File: src/rtl/macro_credit_arb4_decr3.sv
// Four-requester round-robin arbiter with per-requester 3-bit credit counters.
// Every grant consumes one credit through the single shared decrementer.

module macro_rom_decr3 (
    input  logic [2:0] d,
    output logic [2:0] q,
    output logic       c
);
    always_comb begin
        q = 3'd0;
        c = 1'b0;
        case (d)
            3'd0: begin q = 3'd7; c = 1'b1; end
            3'd1: q = 3'd0;
            3'd2: q = 3'd1;
            3'd3: q = 3'd2;
            3'd4: q = 3'd3;
            3'd5: q = 3'd4;
            3'd6: q = 3'd5;
            3'd7: q = 3'd6;
            default: begin q = 3'd0; c = 1'b0; end
        endcase
    end
endmodule

module macro_credit_arb4_decr3 #(
    parameter logic [2:0] INIT_CREDIT = 3'd7
) (
    input  logic        clk,
    input  logic        resetn,
    input  logic [3:0]  req,
    input  logic [3:0]  rtn,
    output logic [3:0]  gnt,
    output logic        gnt_valid,
    output logic [1:0]  gnt_id,
    output logic [11:0] credit,
    output logic        err_ovf,
    output logic        err_udf
);
    logic [2:0] r_credit [4];
    logic [1:0] r_rr_ptr;
    logic [3:0] r_gnt;
    logic       r_gnt_valid;
    logic [1:0] r_gnt_id;
    logic       r_err_ovf;
    logic       r_err_udf;

    logic [3:0] w_elig;
    logic       w_win_vld;
    logic [1:0] w_win_id;
    logic [2:0] w_dec_d;
    logic [2:0] w_dec_q;
    logic       w_dec_c;
    logic [3:0] w_dec_sel;
    logic [2:0] w_inc_q    [4];
    logic [2:0] w_credit_nxt [4];
    logic       w_ovf_set;

    always_comb begin
        for (int i = 0; i < 4; i++) begin
            w_elig[i]  = req[i] && (r_credit[i] != 3'd0);
            w_inc_q[i] = r_credit[i] + 3'd1;
        end
    end

    // Round-robin search starting at the pointer; the first eligible index wins.
    always_comb begin
        w_win_vld = 1'b0;
        w_win_id  = r_rr_ptr;
        for (int k = 0; k < 4; k++) begin
            if (!w_win_vld && w_elig[r_rr_ptr + 2'(k)]) begin
                w_win_vld = 1'b1;
                w_win_id  = r_rr_ptr + 2'(k);
            end
        end
    end

    assign w_dec_d = r_credit[w_win_id];

    macro_rom_decr3 u_decr (
        .d (w_dec_d),
        .q (w_dec_q),
        .c (w_dec_c)
    );

    // A borrow from the decrementer leaves the winner's credit untouched.
    assign w_dec_sel = (w_win_vld && !w_dec_c) ? (4'b0001 << w_win_id) : 4'b0000;

    always_comb begin
        w_ovf_set = 1'b0;
        for (int i = 0; i < 4; i++) begin
            w_credit_nxt[i] = r_credit[i];
            if (rtn[i] && !w_dec_sel[i]) begin
                if (r_credit[i] == 3'd7) begin
                    w_ovf_set = 1'b1;
                end else begin
                    w_credit_nxt[i] = w_inc_q[i];
                end
            end else if (!rtn[i] && w_dec_sel[i]) begin
                w_credit_nxt[i] = w_dec_q;
            end
        end
    end

    always_ff @(posedge clk) begin
        if (!resetn) begin
            r_gnt       <= 4'b0000;
            r_gnt_valid <= 1'b0;
            r_gnt_id    <= 2'd0;
            r_rr_ptr    <= 2'd0;
            r_err_ovf   <= 1'b0;
            r_err_udf   <= 1'b0;
            for (int i = 0; i < 4; i++) begin
                r_credit[i] <= INIT_CREDIT;
            end
        end else begin
            r_gnt       <= w_win_vld ? (4'b0001 << w_win_id) : 4'b0000;
            r_gnt_valid <= w_win_vld;
            if (w_win_vld) begin
                r_gnt_id <= w_win_id;
                r_rr_ptr <= w_win_id + 2'd1;
            end
            for (int i = 0; i < 4; i++) begin
                r_credit[i] <= w_credit_nxt[i];
            end
            if (w_ovf_set) begin
                r_err_ovf <= 1'b1;
            end
            if (w_win_vld && w_dec_c) begin
                r_err_udf <= 1'b1;
            end
        end
    end

    assign gnt       = r_gnt;
    assign gnt_valid = r_gnt_valid;
    assign gnt_id    = r_gnt_id;
    assign credit    = {r_credit[3], r_credit[2], r_credit[1], r_credit[0]};
    assign err_ovf   = r_err_ovf;
    assign err_udf   = r_err_udf;
endmodule

File: config.mk
export PLATFORM = sky130hd
export DESIGN_NAME = macro_credit_arb4_decr3
export DESIGN_NICKNAME = d
export VERILOG_FILES = /design/src/rtl/macro_credit_arb4_decr3.sv
export SDC_FILE = /design/constraint.sdc
export NUM_CORES = 1
export LEC_CHECK = 0
export ABC_AREA = 1
export ABC_CLOCK_PERIOD_IN_PS = 4300
export CORE_UTILIZATION = 58
export CTS_CLUSTER_DIAMETER = 150
export DETAILED_ROUTE_END_ITERATION = 12
export GPL_TIMING_DRIVEN = 0
export PLACE_DENSITY = 0.94
export SLEW_MARGIN = 20
export SYNTH_ARGS = -nofsm -noshare
export SYNTH_HDL_FRONTEND = slang
export SYNTH_SLANG_ARGS = --single-unit
File: constraint.sdc
create_clock -name clk -period 4.3 [get_ports clk]
set_input_delay 0.645 -clock clk [delete_from_list [all_inputs] [get_ports clk]]
set_output_delay 0.645 -clock clk [all_outputs]
set_load 0.02 [all_outputs]
[After elaboration in Yosys (flattened, before gate mapping)]
Memory sizes are Yosys's and may differ from the RTL's.
Cells that the tools add are included.
Storage, ports and cells
  bits in registers: 11
  memory bits (writable): 12
  word-level logic and storage cells: 114
  memories kept: 1
Cells by class
  add/sub/neg operators: 8
  $lt $le $gt $ge: 4
  equal/unequal tests: 11
  shift-type cells: 1
  muxes and demuxes: 44
  bitwise operators: 4
  reductions and logical operators: 35
Memories
  r_credit: depth 4, width 3, read ports 5, clocked after memory_dff 0, wr ports 4, line 40  | logic [2:0] r_credit [4];
Operators by type and width (number)
  two-way mux 3 bit: 16
  equality test 3 bit, second input constant: 8
  case mux 3 bit (8 select lines): 1
  two-way mux 1 bit: 19
  logical AND 1 bit: 17
  adder 3 x 1 -> 3 bit, second input constant: 4
  logical NOT 1 bit: 12
  less-than comparator 2 x 3 -> 1 bit, second input constant: 4
  nonzero test 3 bit: 4
  binary-select mux 1 bit (select 2 bit): 4
  equality test 3 x 2 -> 1 bit, second input constant: 2
  two-way mux 2 bit: 3
  adder 2 x 1 -> 2 bit, second input constant: 2
  adder 2 bit, second input constant: 2
  two-way mux 4 bit: 1
  bitwise OR 1 bit: 4
  << shifter 1 x 2 -> 4 bit, first input constant: 1
  equality test 3 x 1 -> 1 bit, second input constant: 1
  logical NOT 3 bit: 1
  AND reduction 2 bit: 1

[Depth between registers and ports, before layout]
Gate-level depths: netlist of run 1.
An unclocked memory read counts as a cell.
  depth in word-level cells: 29
  depth in mapped cells: 27
  gate-level depth less buffers: 26

[Cells and area by module]
Synthesis of run 1 repeated with hierarchy kept, for this count alone.
Second synthesis, totals
  cells, all modules: 266
  area, all modules: 1773.0 sq um
Modules (own cells, without submodules)
  macro_credit_arb4_decr3: instances 1, cells an instance 256, area an instance 1727.9 sq um, seq. area each 460.4 sq um
  macro_rom_decr3: instances 1, cells an instance 10, area an instance 45.0 sq um, seq. area each 0.0 sq um

[Worst setup path after synthesis of run 1]
Ideal clock, no wire load.
  kind: register to register
  start: mem r_credit[1][0]
  end: mem r_credit[3][0]
  arrival: 2.894 ns
  data required time: 4.170 ns
  path slack: 1.276 ns
  cell stages (with the launch flop): 23
  cells stage by stage: dfxtp_1 > inv_1 > ha_1 > nand2_1 > nand3_1 > nand3_1 > nand2_2 > nand2_1 > nand2_1 > nand2_1 > nand2_2 > nand2_4 > inv_2 > a21oi_1 > o21ai_1 > and2_1 > buf_2 > ha_1 > nand2_8 > nand3_4 > or2_4 > nand3_1 > nand3_1
RTL lines (line)
  start: declaration: 40

==> key figures, run 1 <==
Status
  – Status: finished clean

Clock network
  – Clock root buffer: sky130_fd_sc_hd__clkbuf_4
  – Number of buffers between clock root and the deepest sink: 2
  – Post-CTS setup repair buffer count: 0
  – Clock tree from TritonCTS: built
  – Clock slew at the register clock pins of the worst setup and hold paths: 0.13 ns
  – CTS Hold Buffers Added: 0
  – Total clock buffers created by CTS: 3
  – Level count of the clock H-tree: 1
  – Latest clock arrival within the worst-skew pair: ~0.32 ns
  – Number of gates given a new drive strength after cts: 0
  – Number of clock sinks: 23

GRT
  – Pin count of the biggest net entering global routing: 14
  – Global-route wire length before repair: between 7000 and 8000 um
  – Total GRT Usage: between 20% and 30%
  – GRT overflow: 0
  – Vias in the first global route: between 1,500 and 2,000
  – Antenna violations before repair: 0

Drt
  – Mean routed wirelength per cell: ~13 um
  – Overall via count from detail_route: approximately 1,900
  – Detail Route Antenna Nets: 0
  – Ratio of routed vias to standard cells: approximately 5.4
  – Remaining routing DRC violations: 0
  – Number of design-rule violations left by the first detailed-router iteration: 129
  – Final WL: 4500 um
  – First-pass detailed-route iteration total: 4

Setup path
  – Worst setup path category: input pin to flop
  – Kind of launch point of the worst setup path: input pin
  – Cell repeated most along the worst path: sky130_fd_sc_hd__nand2_1
  – Worst endpoint required time: ~4.5 ns
  – Critical Path AT: around 3.8 ns
  – Largest delay contributor family on the critical path: simple AND/OR/NAND/NOR gates
  – Largest stage delay, worst path: around 0.43 ns
  – Sort of element at the end of the critical path: flop
  – Slack of the worst reg-to-reg path: around 0.74 ns
  – Largest fanout of any net on the critical path: 11
  – Slowest cell on crit path: sky130_fd_sc_hd__clkdlybuf4s50_1
  – Number of cells on the worst reg-to-reg path: 23
  – Ordered cell list for the critical path: clkdlybuf4s50_1, nand3_1, nand3_1, nand2_2, nand2_1, nor2_2, nand3_2, nand2_4, nand2_1, o21ai_0, inv_1, o21ai_0, inv_1, ha_1, nor3_1, nand2_1, nand3_1, nand2_1, nand2_1, nand2_1, nand2_1, nand3_1
  – R2R Path End: r_credit[1][2]
  – Total buffers and inverters traversed by the critical path: 3
  – Launch point of the worst reg-to-reg path: r_credit[3][0]
  – Number of cells on the critical path: 22

Layout
  – Fraction of final layout cells with drive strength greater than 1: 15.8%
  – Final #Nets: about 340
  – Area overhead of the layout relative to synthesis: 18.9%
  – Number of antenna diodes: 0

Yosys
  – Number of distinct library cells after synthesis: 31
  – Top flip-flop cell by instance count after synthesis: sky130_fd_sc_hd__dfxtp_1
  – Count of synthesis-stage warnings from yosys: 0
  – Gate count of the mapped netlist: between 200 and 300
  – Post-synthesis async set-or-reset flop share: 0%
  – Post-synthesis register bit count: 23
  – Post-synthesis sequential area ratio: 23.4%
  – Syn_area_per_cell: 7.12 sq um
  – Count of flip-flops with a built-in enable after synthesis: 0
  – Nets in the synthesized netlist: 307
  – Post-synthesis instance area: slightly below 0.002 sq mm

Timing
  – Clock period minus final worst setup slack: between 3 and 4 ns
  – Share of the clock period used by the worst path after layout: 82.8%
  – Setup violation total in the final timing report: 0
  – Sum of negative setup slack: 0 ns
  – Clock Skew: roughly 0.0092 ns
  – Number of hold violations in the final report: 0
  – Total count of max-transition violations in the final report: 0
  – Worst slew pin tran: between 0.4 and 0.5 ns
  – Fmax: 281 MHz
  – Worst-case headroom to the max-slew limit: a little over two thirds
  – Setup repair after global routing missed its margin: false

Floorplan
  – Starting density of the core: about 63%
  – I/O pin cnt: 31
  – Die Wd: ~60 um
  – Placeable core region: approximately 0.0031 sq mm
  – Num rows: 20
  – Die height: roughly 60 um
  – Total die area: 0.00364 sq mm

Placement
  – Weighted congestion reported at the end of routability-driven placement: ~0.91
  – Buffers on Ports: 29
  – HPWL Detailed: between 3000 and 4000 um

Hold path
  – Hold path endpoint: err_udf
  – Worst Min Path Start: err_udf
  – Hold WC Path Type: flop to flop
  – Min-Delay Path Depth: 2

Job
  – Max-Cap Viols: 0
==> worst max path at each step <==
stage,startpoint,end,slack (ns)
floorplan,r_credit[1][0],r_credit[3][0],1.28
global placement,req[2],r_credit[1][2],0.65
detailed placement,req[2],r_credit[3][2],0.45
CTS,r_credit[3][0],r_credit[3][2],0.73
global route,r_credit[0][0],r_credit[3][2],0.45
finish,req[1],r_credit[1][2],0.74
==> layout make-up <==
class / instances / area, sq um
Buffer: 6 / 42.5
Clock buffer: 3 / 22.5
Clock inverter: 1 / 5.00
Fill cell: 237 / 783
Inverter: 31 / 121
Multi-Input combinational cell: 217 / 1350
Sequential cell: 23 / 460
Tap cell: 44 / 55.1
Timing Repair Buffer: 29 / 290
==> metrics by stage <==
stage	cell area, sq um	setup slack [ns]	utilization [%]	hold slack [ns]	std cells
after floorplan	1970	1.28	-	0.537	277
after global placement	2320	0.652	74.1	0.446	350
after detailed placement	2320	0.451	74.1	0.455	350
after CTS	2340	0.729	75.0	0.482	354
after global routing	2340	0.446	75.0	0.511	354
final	2340	0.740	75.0	0.479	354
==> Yosys cell counts (2+ instances only) <==
library cell               instances  share of area (%)
sky130_fd_sc_hd__nor2_1            8                1.5
sky130_fd_sc_hd__nand3b_2          3                1.7
sky130_fd_sc_hd__o211ai_1          2               0.76
sky130_fd_sc_hd__clkbuf_1          2               0.38
sky130_fd_sc_hd__o21ai_0           6                1.5
sky130_fd_sc_hd__nand3_1          59                 15
sky130_fd_sc_hd__or2_4             3                1.3
sky130_fd_sc_hd__inv_2             2               0.38
sky130_fd_sc_hd__a21oi_1           5                1.3
sky130_fd_sc_hd__nand2_1          74                 14
sky130_fd_sc_hd__ha_1             20                 13
sky130_fd_sc_hd__dfxtp_1          23                 23
sky130_fd_sc_hd__nand2_4           3                1.7
sky130_fd_sc_hd__inv_1            28                5.3
sky130_fd_sc_hd__buf_6             2                1.1
sky130_fd_sc_hd__nand3_4           4                3.6
sky130_fd_sc_hd__nand2_2          14                4.4
sky130_fd_sc_hd__nand3_2           6                3.0
==> metal layers <==
layer,track usage (%),share of wire (%),vias up
met2,45.2,48,63
met5,0,0,-
met3,2.81,4.9,11
met1,34.1,45,848
met4,10.3,2.1,0
li1,-,-,978
==> tightest hold or removal path, cell delays in order, from the launching register on <==
cell and delay, ns:
sky130_fd_sc_hd__dfxtp_1 0.33, sky130_fd_sc_hd__nand2_1 0.05, sky130_fd_sc_hd__o21ai_0 0.06
==> layout by cell type, fill, tap and decap left out, types with 2 or more instances in the layout <==
master                            count
sky130_fd_sc_hd__nand2_1             74
sky130_fd_sc_hd__nand3_1             59
sky130_fd_sc_hd__clkdlybuf4s50_1     29
sky130_fd_sc_hd__inv_1               28
sky130_fd_sc_hd__dfxtp_1             23
sky130_fd_sc_hd__ha_1                20
sky130_fd_sc_hd__nand2_2             14
sky130_fd_sc_hd__nor2_1               8
sky130_fd_sc_hd__nand3_2              6
sky130_fd_sc_hd__o21ai_0              6
sky130_fd_sc_hd__a21oi_1              5
sky130_fd_sc_hd__nand3_4              4
sky130_fd_sc_hd__nand2_4              3
sky130_fd_sc_hd__or2_4                3
sky130_fd_sc_hd__nand3b_2             3
sky130_fd_sc_hd__clkbuf_4             3
sky130_fd_sc_hd__buf_6                2
sky130_fd_sc_hd__inv_2                2
sky130_fd_sc_hd__clkbuf_1             2
sky130_fd_sc_hd__o211ai_1             2
==> kinds of logic after synthesis <==
| logic type | synth area share, % |
|---|---|
| AND/OR/NAND/NOR | 49.2 |
| buffers and inverters | 8.31 |
| flip-flops | 23.4 |
| adder cells (fa/ha/maj) | 12.7 |
| AO/OA/AOI/OAI | 4.19 |
| XOR/XNOR | 2.22 |
==> sequential cells by signal, indices dropped and copies added, names as in the netlist <==
register   flops
r_credit      12
gnt            4
gnt_id         2
r_rr_ptr       2
err_ovf        1
err_udf        1
gnt_valid      1
Power of run 1 is left out: the tool's default activity adds up to more than one toggle a clock period on the data nets, which glitch-free logic cannot reach.
==> run 2: changes to the inputs <==
--- a/config.mk
+++ b/config.mk
@@ -6,12 +6,12 @@
 export NUM_CORES = 1
 export LEC_CHECK = 0
 export ABC_AREA = 1
-export ABC_CLOCK_PERIOD_IN_PS = 4300
-export CORE_UTILIZATION = 58
+export ABC_CLOCK_PERIOD_IN_PS = 3500
+export CORE_UTILIZATION = 54
 export CTS_CLUSTER_DIAMETER = 150
 export DETAILED_ROUTE_END_ITERATION = 12
 export GPL_TIMING_DRIVEN = 0
-export PLACE_DENSITY = 0.94
+export PLACE_DENSITY = 0.89
 export SLEW_MARGIN = 20
 export SYNTH_ARGS = -nofsm -noshare
 export SYNTH_HDL_FRONTEND = slang
==> constraint.sdc (replaced) <==
create_clock -name clk -period 3.5 [get_ports clk]
set_input_delay 0.525 -clock clk [delete_from_list [all_inputs] [get_ports clk]]
set_output_delay 0.525 -clock clk [all_outputs]
set_load 0.02 [all_outputs]
==> key figures, run 2 (synthesis gave the netlist of run 1 again) <==
Status
  – Status: finished clean

GRT
  – Global-route wire length before repair: roughly 7500 um
  – Gr busiest metal: met2
  – Met1 routing resource usage after global routing: 29.8%
  – Antenna violations before repair: 0
  – Vias in the first global route: between 1,500 and 2,000
  – Met2 track utilization from global routing: between 40% and 50%
  – GRT overflow: 0
  – Pin count of the biggest net entering global routing: 14
  – Total GRT Usage: about a quarter
  – Met3 usage: about 3.5%

Drt
  – Final WL: 4460 um
  – Overall via count from detail_route: approximately 1,900
  – Mean routed wirelength per cell: between 10 and 15 um
  – First-pass detailed-route iteration total: 4
  – Remaining routing DRC violations: 0
  – Number of design-rule violations left by the first detailed-router iteration: roughly 120
  – Ratio of routed vias to standard cells: about 5.4
  – Detail Route Antenna Nets: 0

Setup path
  – Total buffers and inverters traversed by the critical path: 2
  – Worst setup path category: flop to flop
  – Sort of element at the end of the critical path: flop
  – Slowest cell on crit path: sky130_fd_sc_hd__dfxtp_2
  – Largest fanout of any net on the critical path: 5
  – Largest stage delay, worst path: 0.38 ns
  – Largest delay contributor family on the critical path: simple AND/OR/NAND/NOR gates
  – Worst endpoint required time: approximately 3.7 ns
  – Cell repeated most along the worst path: sky130_fd_sc_hd__nand2_1
  – Critical Path AT: 3.51 ns
  – Kind of launch point of the worst setup path: flop

Placement
  – Total placed instance area: 0.00232 sq mm
  – Weighted congestion reported at the end of routability-driven placement: about 0.87
  – HPWL Detailed: about 3400 um
  – Buffers on Ports: 29
  – Post-Place Cells: ~350

Clock network
  – Clock slew at the register clock pins of the worst setup and hold paths: 0.14 ns
  – Level count of the clock H-tree: 1
  – Latest clock arrival within the worst-skew pair: between 0.3 and 0.4 ns
  – Clock tree from TritonCTS: built
  – Total clock buffers created by CTS: 3
  – Clock root buffer: sky130_fd_sc_hd__clkbuf_4
  – Number of buffers between clock root and the deepest sink: 2
  – Number of clock sinks: 23

Layout
  – Register with the most flip-flops: r_credit
  – Number of antenna diodes: 0
  – Most used cells in the layout excluding fill and tap cells: sky130_fd_sc_hd__nand2_1, sky130_fd_sc_hd__nand3_1, sky130_fd_sc_hd__clkdlybuf4s50_1, sky130_fd_sc_hd__inv_1, sky130_fd_sc_hd__ha_1
  – Most common cell after layout, fill and taps aside: sky130_fd_sc_hd__nand2_1
  – Flip-flop count of the largest register after layout: 12
  – Area overhead of the layout relative to synthesis: 21.3%
  – Fraction of final layout cells with drive strength greater than 1: roughly a fifth
  – Fill cell instance count of the final layout: roughly 280
  – Non-Filler Instances: ~360
  – Final instance area: ~0.0024 sq mm
  – Final #Nets: 342

Floorplan
  – Starting density of the core: slightly below 60%
  – I/O pin cnt: 31
  – Num rows: 21
  – Total die area: 0.00390 sq mm
  – Placeable core region: between 0.003 and 0.004 sq mm
  – Die height: between 60 and 70 um
  – Die Wd: 62.4 um

Timing
  – Worst slew pin tran: around 0.47 ns
  – Clock Skew: 0.00722 ns
  – Worst-case headroom to the max-slew limit: between 60 and 70%
  – Total count of max-transition violations in the final report: 0
  – Setup violation total in the final timing report: 0
  – Share of the clock period used by the worst path after layout: 94.4%
  – Number of hold violations in the final report: 0
  – Fmax: 303 MHz
  – Clock period minus final worst setup slack: 3.30 ns

Job
  – Max-Cap Viols: 0

Hold path
  – Hold WC Path Type: flop to flop
## run 2: path summary, 6_finish.rpt
path,startpoint,to,slack (ns),cells past startpoint
max,r_credit[0][1],r_credit[1][2],0.20,25
min,err_udf,err_udf,0.47,2
max reg2reg,r_credit[0][1],r_credit[1][2],0.20,25
min reg2reg,err_udf,err_udf,0.47,2
## run 2: tightest hold or removal path: stages (launching register included)
cell	delay [ns]
sky130_fd_sc_hd__dfxtp_1	0.34
sky130_fd_sc_hd__nand2_1	0.05
sky130_fd_sc_hd__o21ai_0	0.06
## run 2: final cells by class
class | count | area (sq um) | share of cell area [%]
buffer | 6 | 45.0 | 1.88
clock buffer | 3 | 22.5 | 0.941
inverter | 31 | 124 | 5.18
clock inverter | 1 | 5.00 | 0.209
tap | 46 | 57.6 | 2.41
timing repair buffer | 30 | 298 | 12.4
sequential | 23 | 472 | 19.7
multi-input combinational | 217 | 1370 | 57.2
## run 2: timing repair
| action | 4_1_cts | 5_1_grt |
|---|---|---|
| resized for setup | 0 | 16 |
| hold buffers | 0 | 0 |
| setup buffers | 0 | 1 |
| endpoints found under the setup margin | 0 | 13 |
## run 2: routing by layer
metal	share of wire, %	vias up
li1	-	979
met1	43	873
met2	48	63
met3	6.6	8
met4	1.9	0
met5	0	-
## run 2: per-stage QoR
step	hold slack (ns)	utilization, %	setup slack, ns	TNS [ns]
global placement	0.446	67.9	-0.0256	-0.0931
finish	0.473	70.0	0.196	0
CTS	0.476	68.7	0.0828	0
detailed placement	0.448	67.9	-0.0928	-0.299
floorplan	0.537	-	0.476	0
global route	0.515	70.0	-0.0671	-0.149
Power of run 2 is left out for the same reason.
